**config.mk**
```make
export PLATFORM = sky130hd
export DESIGN_NAME = i2s_tx_serializer
export DESIGN_NICKNAME = d
export VERILOG_FILES = /design/src/rtl/i2s_tx_serializer.sv
export SDC_FILE = /design/constraint.sdc
export NUM_CORES = 1
export LEC_CHECK = 0
export BUFFER_PORTS_ARGS = -buffer_cell sky130_fd_sc_hd__buf_4
export CORE_MARGIN = 4
export CORE_UTILIZATION = 42
export CTS_BUF_LIST = sky130_fd_sc_hd__clkbuf_16
export DETAILED_ROUTE_END_ITERATION = 7
export SLEW_MARGIN = 20
export SYNTH_ARGS = -nofsm -noshare
export SYNTH_HDL_FRONTEND = slang
export SYNTH_SLANG_ARGS = --single-unit
export TNS_END_PERCENT = 30
```
**constraint.sdc**
```tcl
create_clock -name sCLK_XVXENVS -period 4.3 [get_ports sCLK_XVXENVS]
set_input_delay 0.86 -clock sCLK_XVXENVS [delete_from_list [all_inputs] [get_ports sCLK_XVXENVS]]
set_output_delay 0.86 -clock sCLK_XVXENVS [all_outputs]
set_load 0.1 [all_outputs]
```
**src/rtl/i2s_tx_serializer.sv**
```systemverilog
`default_nettype none
// ============================================================================
// Module   : i2s_tx_serializer
// Brief    : Serialises 24-bit stereo mixer samples onto an I2S link with an
//            internally divided BCLK/LRCK and a single-entry pending buffer.
// Revision : 1.0 - initial release
// ============================================================================
module i2s_tx_serializer #(
    parameter int AUD_BIT_DEPTH = 24,
    parameter int SLOT_WIDTH    = 32,
    parameter int BCLK_DIV      = 2
) (
    input  logic                     sCLK_XVXENVS,
    input  logic                     reset_data_N,
    input  logic [AUD_BIT_DEPTH-1:0] lsound_in,
    input  logic [AUD_BIT_DEPTH-1:0] rsound_in,
    input  logic                     sample_valid,
    input  logic                     clr_status,
    output logic                     sample_req,
    output logic                     i2s_bclk,
    output logic                     i2s_lrck,
    output logic                     i2s_data,
    output logic                     underrun,
    output logic                     overrun
);

    localparam int c_DIV_W = (BCLK_DIV > 1) ? $clog2(BCLK_DIV) : 1;
    localparam int c_FRAME = 2 * SLOT_WIDTH;
    localparam int c_BIT_W = $clog2(c_FRAME);
    localparam logic [c_DIV_W-1:0] c_DIV_LAST = c_DIV_W'(BCLK_DIV - 1);
    localparam logic [c_BIT_W-1:0] c_BIT_LAST = c_BIT_W'(c_FRAME - 1);
    localparam logic [c_BIT_W-1:0] c_SLOT     = c_BIT_W'(SLOT_WIDTH);

    logic [c_DIV_W-1:0]       r_div_cnt;
    logic                     r_bclk;
    logic [c_BIT_W-1:0]       r_bit_cnt;
    logic                     r_lrck;
    logic                     r_data;
    logic                     r_underrun;
    logic                     r_overrun;
    logic                     r_pend_full;
    logic [AUD_BIT_DEPTH-1:0] r_pend_l;
    logic [AUD_BIT_DEPTH-1:0] r_pend_r;
    logic [AUD_BIT_DEPTH-1:0] r_act_l;
    logic [AUD_BIT_DEPTH-1:0] r_act_r;

    logic                     w_div_wrap;
    logic                     w_fall;
    logic                     w_load;
    logic [c_BIT_W-1:0]       w_bit_nxt;
    logic                     w_slot;
    logic [c_BIT_W-1:0]       w_pos;
    logic [AUD_BIT_DEPTH-1:0] w_act_l_nxt;
    logic [AUD_BIT_DEPTH-1:0] w_act_r_nxt;
    logic [AUD_BIT_DEPTH-1:0] w_sample;
    logic [SLOT_WIDTH-1:0]    w_word;
    logic [SLOT_WIDTH-1:0]    w_word_sh;

    assign w_div_wrap = (r_div_cnt == c_DIV_LAST);
    assign w_fall     = r_bclk && w_div_wrap;
    assign w_bit_nxt  = (r_bit_cnt == c_BIT_LAST) ? '0 : r_bit_cnt + c_BIT_W'(1);
    assign w_load     = w_fall && (w_bit_nxt == '0);

    // Bit 0 of a new frame must already see the freshly loaded sample.
    assign w_act_l_nxt = w_load ? (r_pend_full ? r_pend_l : '0) : r_act_l;
    assign w_act_r_nxt = w_load ? (r_pend_full ? r_pend_r : '0) : r_act_r;

    assign w_slot   = (w_bit_nxt >= c_SLOT);
    assign w_pos    = w_slot ? (w_bit_nxt - c_SLOT) : w_bit_nxt;
    assign w_sample = w_slot ? w_act_r_nxt : w_act_l_nxt;

    // Slot image: position p drives word[SLOT_WIDTH-1-p]; the leading zero
    // bit provides the one-BCLK delay between the LRCK edge and the MSB.
    always_comb begin
        w_word = '0;
        w_word[SLOT_WIDTH-2 -: AUD_BIT_DEPTH] = w_sample;
    end
    assign w_word_sh = w_word << w_pos;

    always_ff @(posedge sCLK_XVXENVS or negedge reset_data_N) begin
        if (!reset_data_N) begin
            r_div_cnt   <= '0;
            r_bclk      <= 1'b0;
            r_bit_cnt   <= c_BIT_LAST;
            r_lrck      <= 1'b0;
            r_data      <= 1'b0;
            r_underrun  <= 1'b0;
            r_overrun   <= 1'b0;
            r_pend_full <= 1'b0;
            r_pend_l    <= '0;
            r_pend_r    <= '0;
            r_act_l     <= '0;
            r_act_r     <= '0;
        end else begin
            r_div_cnt <= w_div_wrap ? '0 : r_div_cnt + c_DIV_W'(1);
            if (w_div_wrap) begin
                r_bclk <= ~r_bclk;
            end
            if (w_fall) begin
                r_bit_cnt <= w_bit_nxt;
                r_lrck    <= w_slot;
                r_data    <= w_word_sh[SLOT_WIDTH-1];
            end
            r_act_l <= w_act_l_nxt;
            r_act_r <= w_act_r_nxt;

            // A load in the same clock as a strobe consumes the old contents.
            if (sample_valid) begin
                r_pend_l    <= lsound_in;
                r_pend_r    <= rsound_in;
                r_pend_full <= 1'b1;
            end else if (w_load) begin
                r_pend_full <= 1'b0;
            end

            if (clr_status) begin
                r_underrun <= 1'b0;
                r_overrun  <= 1'b0;
            end
            if (w_load && !r_pend_full) begin
                r_underrun <= 1'b1;
            end
            if (sample_valid && r_pend_full && !w_load) begin
                r_overrun <= 1'b1;
            end
        end
    end

    assign sample_req = w_load;
    assign i2s_bclk   = r_bclk;
    assign i2s_lrck   = r_lrck;
    assign i2s_data   = r_data;
    assign underrun   = r_underrun;
    assign overrun    = r_overrun;

endmodule
`default_nettype wire

```
---- Yosys cells after proc, flatten, opt, wreduce, memory -nomap -nowiden ----
Cells that the tools add are included.
word-level totals
  bits in registers ....................... 109
  output and inout bits ................... 6
  logic and storage cells ................. 43
cells by class
  $add $sub $neg .......................... 3
  order comparisons ....................... 1
  equality and inequality tests ........... 1
  shift operators ......................... 1
  muxes and demuxes ....................... 13
  bitwise operators ....................... 1
  reduce and logical (&&, ||, !) cells .... 11
operators with widths
  cell                                                            count
  24-bit 2-to-1 mux                                               5
  31-bit by 6-bit << shifter with 32-bit output                   1
  6-bit 2-to-1 mux                                                2
  6-bit by 1-bit adder with 6-bit output (second input constant)  1
  6-bit equality test (second input constant)                     1
  6-bit >= comparator (second input constant)                     1
  6-bit logical NOT                                               1
  1-bit 2-to-1 mux                                                6
  2-bit nonzero test                                              3
  6-bit subtractor (second input constant)                        1
  1-bit logical AND                                               5
  1-bit logical NOT                                               2
  1-bit adder (second input constant)                             1
  1-bit inverter                                                  1

---- Logic depth before layout (Yosys ltp) ----
  word-level depth ........................ 7
  mapped depth ............................ 12
  mapped depth without buffers ............ 9

---- Least setup slack after synthesis ----
No wires, ideal clock.
  kind .................................... flip-flop to output port
  from .................................... reg r_bclk (netlist: i2s_bclk)
  to ...................................... out sample_req
  arrival time ............................ 2.767 ns
  required time ........................... 3.440 ns
  slack ................................... 0.673 ns
  stages on the path, launching flop included .. 8
  buffers on the path ..................... 2
  cell sequence ........................... dfrtp_1 > nand2_1 > a21oi_2 > o2111ai_4 > or2_1 > buf_2 > buf_2 > inv_1
on the way
  cells in the longest elaborated chain, start to end .. 2
RTL lines
  element                   line  source
  start: declaration        35    logic r_bclk;
  start signal: assignment  97    r_bclk <= ~r_bclk;
  1-bit logical AND         60    assign w_fall = r_bclk && w_div_wrap;
  1-bit logical AND         62    assign w_load = w_fall && (w_bit_nxt == '0);
  end: declaration          19    output logic sample_req,
No other way between the ends.

---- Worst setup path in the final report ----
  from .................................... reg r_bit_cnt[0]
  to ...................................... out sample_req
on the way
  cells in the longest elaborated chain, start to end .. 4
RTL lines
  element                                                                        line  source
  start: declaration                                                             36    logic [c_BIT_W-1:0] r_bit_cnt;
  start signal: assignment                                                       84    r_bit_cnt <= c_BIT_LAST;
  start signal: assignment                                                       100   r_bit_cnt <= w_bit_nxt;
  6-bit by 1-bit adder with 6-bit output or 6-bit equality test (tied branches)  61    assign w_bit_nxt = (r_bit_cnt == c_BIT_LAST) ? '0 : r_bit_cnt + c_BIT_W'(1);
  6-bit 2-to-1 mux *                                                             61
  6-bit logical NOT *                                                            62
  1-bit logical AND *                                                            62
Every way passes the cells marked *; elsewhere a longest branch is shown, timed or not.

==> results.ini <==
[floorplanning]
num_rows=39
dieHeight_um=117
start_util=0.435
core_sq_mm=0.0116
die_w_um=117
die_area_sq_mm=0.0138
boundaryPins=58

[sta]
relSlewSlack=0.275
post-route-min-period_ns=3.60
hold_viol=0
finalMaxSlewViolations=0
setup_viol=0
fin_tns_setup_ns=0
finalCritPeriodShare=0.838
rsz0062_at_grt=no
fmax_mhz=278
finClkSkew_ns=0.00532
max_slew.worst_pin.slew_ns=1.08

[cts]
root_buffer=clkbuf_16
path_clk_slew_ns=0.07
clock_latency_ns=0.35
post_cts_buffers=0
cts.sinks=109
ctsLongestPathBuffers=2
numCtsBuffers=9
ctsResizeCount=0
h-tree-depth=3
cts_tree=yes
hold_buffers=0

[hold_path]
holdPathStages=2
worstHoldStart=r_act_l[20]
hp-class=flip-flop to flip-flop
hold_end=r_act_l[20]

[setup_path]
reg2reg_depth=9
path_max_fanout=13
start_kind=flip-flop
timing.rr.start=r_bit_cnt[0]
required_ns=3.44
cp.arrival_ns=2.74
ff2ff_setup_slack_ns=1.21
critPathKind=flip-flop to primary output
end_kind=primary output
r2r-end=i2s_data

[layout]
diodes=0
fin_nets=579
utilization=0.502
instances_no_fill=673
drive_gt1_frac=0.272
syn_to_final_growth_pct=15.4

[yosys]
synth_area_per_cell_sq_um=10.3
ys_top_cells_by_area=dfrtp_1, mux2_2, nand2_1
yosysTopAreaCell=dfrtp_1
synth-edff-count=0
synth_nets=540
synthFlopType=dfrtp_1
synthTopCellsByCount=nand2_1, dfrtp_1, o21ai_0, mux2_2, clkbuf_1
syn_inst=486
ys_types=53
yosys_warnings=0
netlist.area_leader.share=0.513
synth_area_sq_mm=0.00503
synth_seq_area_share=0.544
synthArstFlopShare=1.00
synth_seq_cells=109
yosysMostFrequentCell=nand2_1

[route]
via_per_inst=5.26
drt-initial-drc-count=141
drc_errors=0
wirelength_um=10200
dr.pass1.iters=4
vias=3541
ant_nets=0
avgRoutedWirePerCell_um=15.2

[global_routing]
antenna_found_initial=0
gr-total-overflow=0
grt_pass1_wl_um=17900
grt_usage=0.160
grt_pass1_vias=3605
grt_max_degree=100

[run]
cap_viol_max_count=0

[power_and_ir_drop]
p_leak_nw=2.70
ir_drop_mv=0.252
powerDensity_mw_per_mm2=355

[place]
place_hpwl_um=7050
portBuffers=57
placed_cells=657
place_congestion=0.805

[run_status]
run_status=finished clean

## registers in the layout, indices dropped and copies added (netlist names)
signal       flops
r_bit_cnt        6
r_act_l         24
overrun          1
r_pend_l        24
r_div_cnt        1
i2s_bclk         1
r_pend_r        24
i2s_lrck         1
r_act_r         24
i2s_data         1
underrun         1
r_pend_full      1
## critical path, stage by stage (launching register included)
cell and delay, ns:
dfstp_2 0.68, ha_1 0.40, a21oi_1 0.09, o21ai_0 0.22, o31ai_1 0.27, or2_2 0.39, inv_1 0.06, buf_4 0.28
## cell type report
cell class / count / area, sq um
Fill cell: 1091 / 5760
Inverter: 10 / 37.5
Tap cell: 143 / 179
Clock inverter: 7 / 65.1
Sequential cell: 109 / 2740
Multi-Input combinational cell: 332 / 2090
Timing Repair Buffer: 63 / 473
Clock buffer: 9 / 225
## logic make-up after synthesis
| group | count (synthesis) | synth area share |
|---|---|---|
| mux | 63 | 0.138 |
| fa+ha+maj | 2 | 0.00498 |
| flops | 109 | 0.544 |
| compound gates | 110 | 0.136 |
| buf+inv | 45 | 0.0406 |
| xor+xnor | 6 | 0.0119 |
| simple gates | 151 | 0.124 |
## report_power, final
| group | internal (mW) | switching, mW |
|---|---|---|
| registers | 1.07 | 0.0242 |
| logic | 0.0812 | 0.0641 |
| clock network | 0.448 | 0.371 |
| total | 1.60 | 0.459 |
## cell usage in the layout (no fill, tap or decap), types with 2 or more instances in the layout
master	n
a21o_1	2
xnor2_1	2
xor2_1	3
mux2_2	51
nand2b_1	2
o311ai_0	2
o22ai_1	2
o211ai_1	5
o2111ai_1	2
mux2i_1	11
o31ai_1	2
dfstp_2	6
o21ai_0	61
dfrtp_1	103
a31oi_1	4
buf_4	63
and2_1	2
nor4_1	3
nor3_1	2
and3_4	2
clkinvlp_4	2
a21oi_1	11
or2_2	3
nor2_1	16
clkbuf_16	9
inv_1	11
o21ai_1	2
ha_1	2
nand2_1	112
o31a_1	2
nand3_1	6
clkinv_1	2
## how the worst max path moves through the flow
stage,from,cells after the start,to,slack [ns]
global route,r_bit_cnt[0],7,sample_req,0.55
CTS,r_bit_cnt[0],7,sample_req,0.68
floorplan,i2s_bclk,7,sample_req,0.67
finish,r_bit_cnt[0],7,sample_req,0.70
global placement,r_bit_cnt[0],7,sample_req,1.11
detailed placement,r_bit_cnt[0],7,sample_req,1.09
## layer usage
metal,up-vias,wire length [um],global-route usage,share of wire
li1,1763,-,-,-
met1,1705,5040,0.226,0.49
met2,59,4690,0.243,0.46
met3,14,291,0.0289,0.028
met4,0,229,0.0682,0.022
met5,-,0,0,0
## metrics by stage
step	setup WS [ns]	hold slack, ns	area (sq um)	power, mW
3_5_place_dp	1.09	0.471	5510	1.27
3_3_place_gp	1.11	0.461	5510	1.26
6_report	0.697	0.485	5800	2.06
2_1_floorplan	0.673	0.442	5030	1.19
5_1_grt	0.551	0.506	5800	2.16
4_1_cts	0.677	0.488	5800	2.09
(Power assumes the default switching activity.)
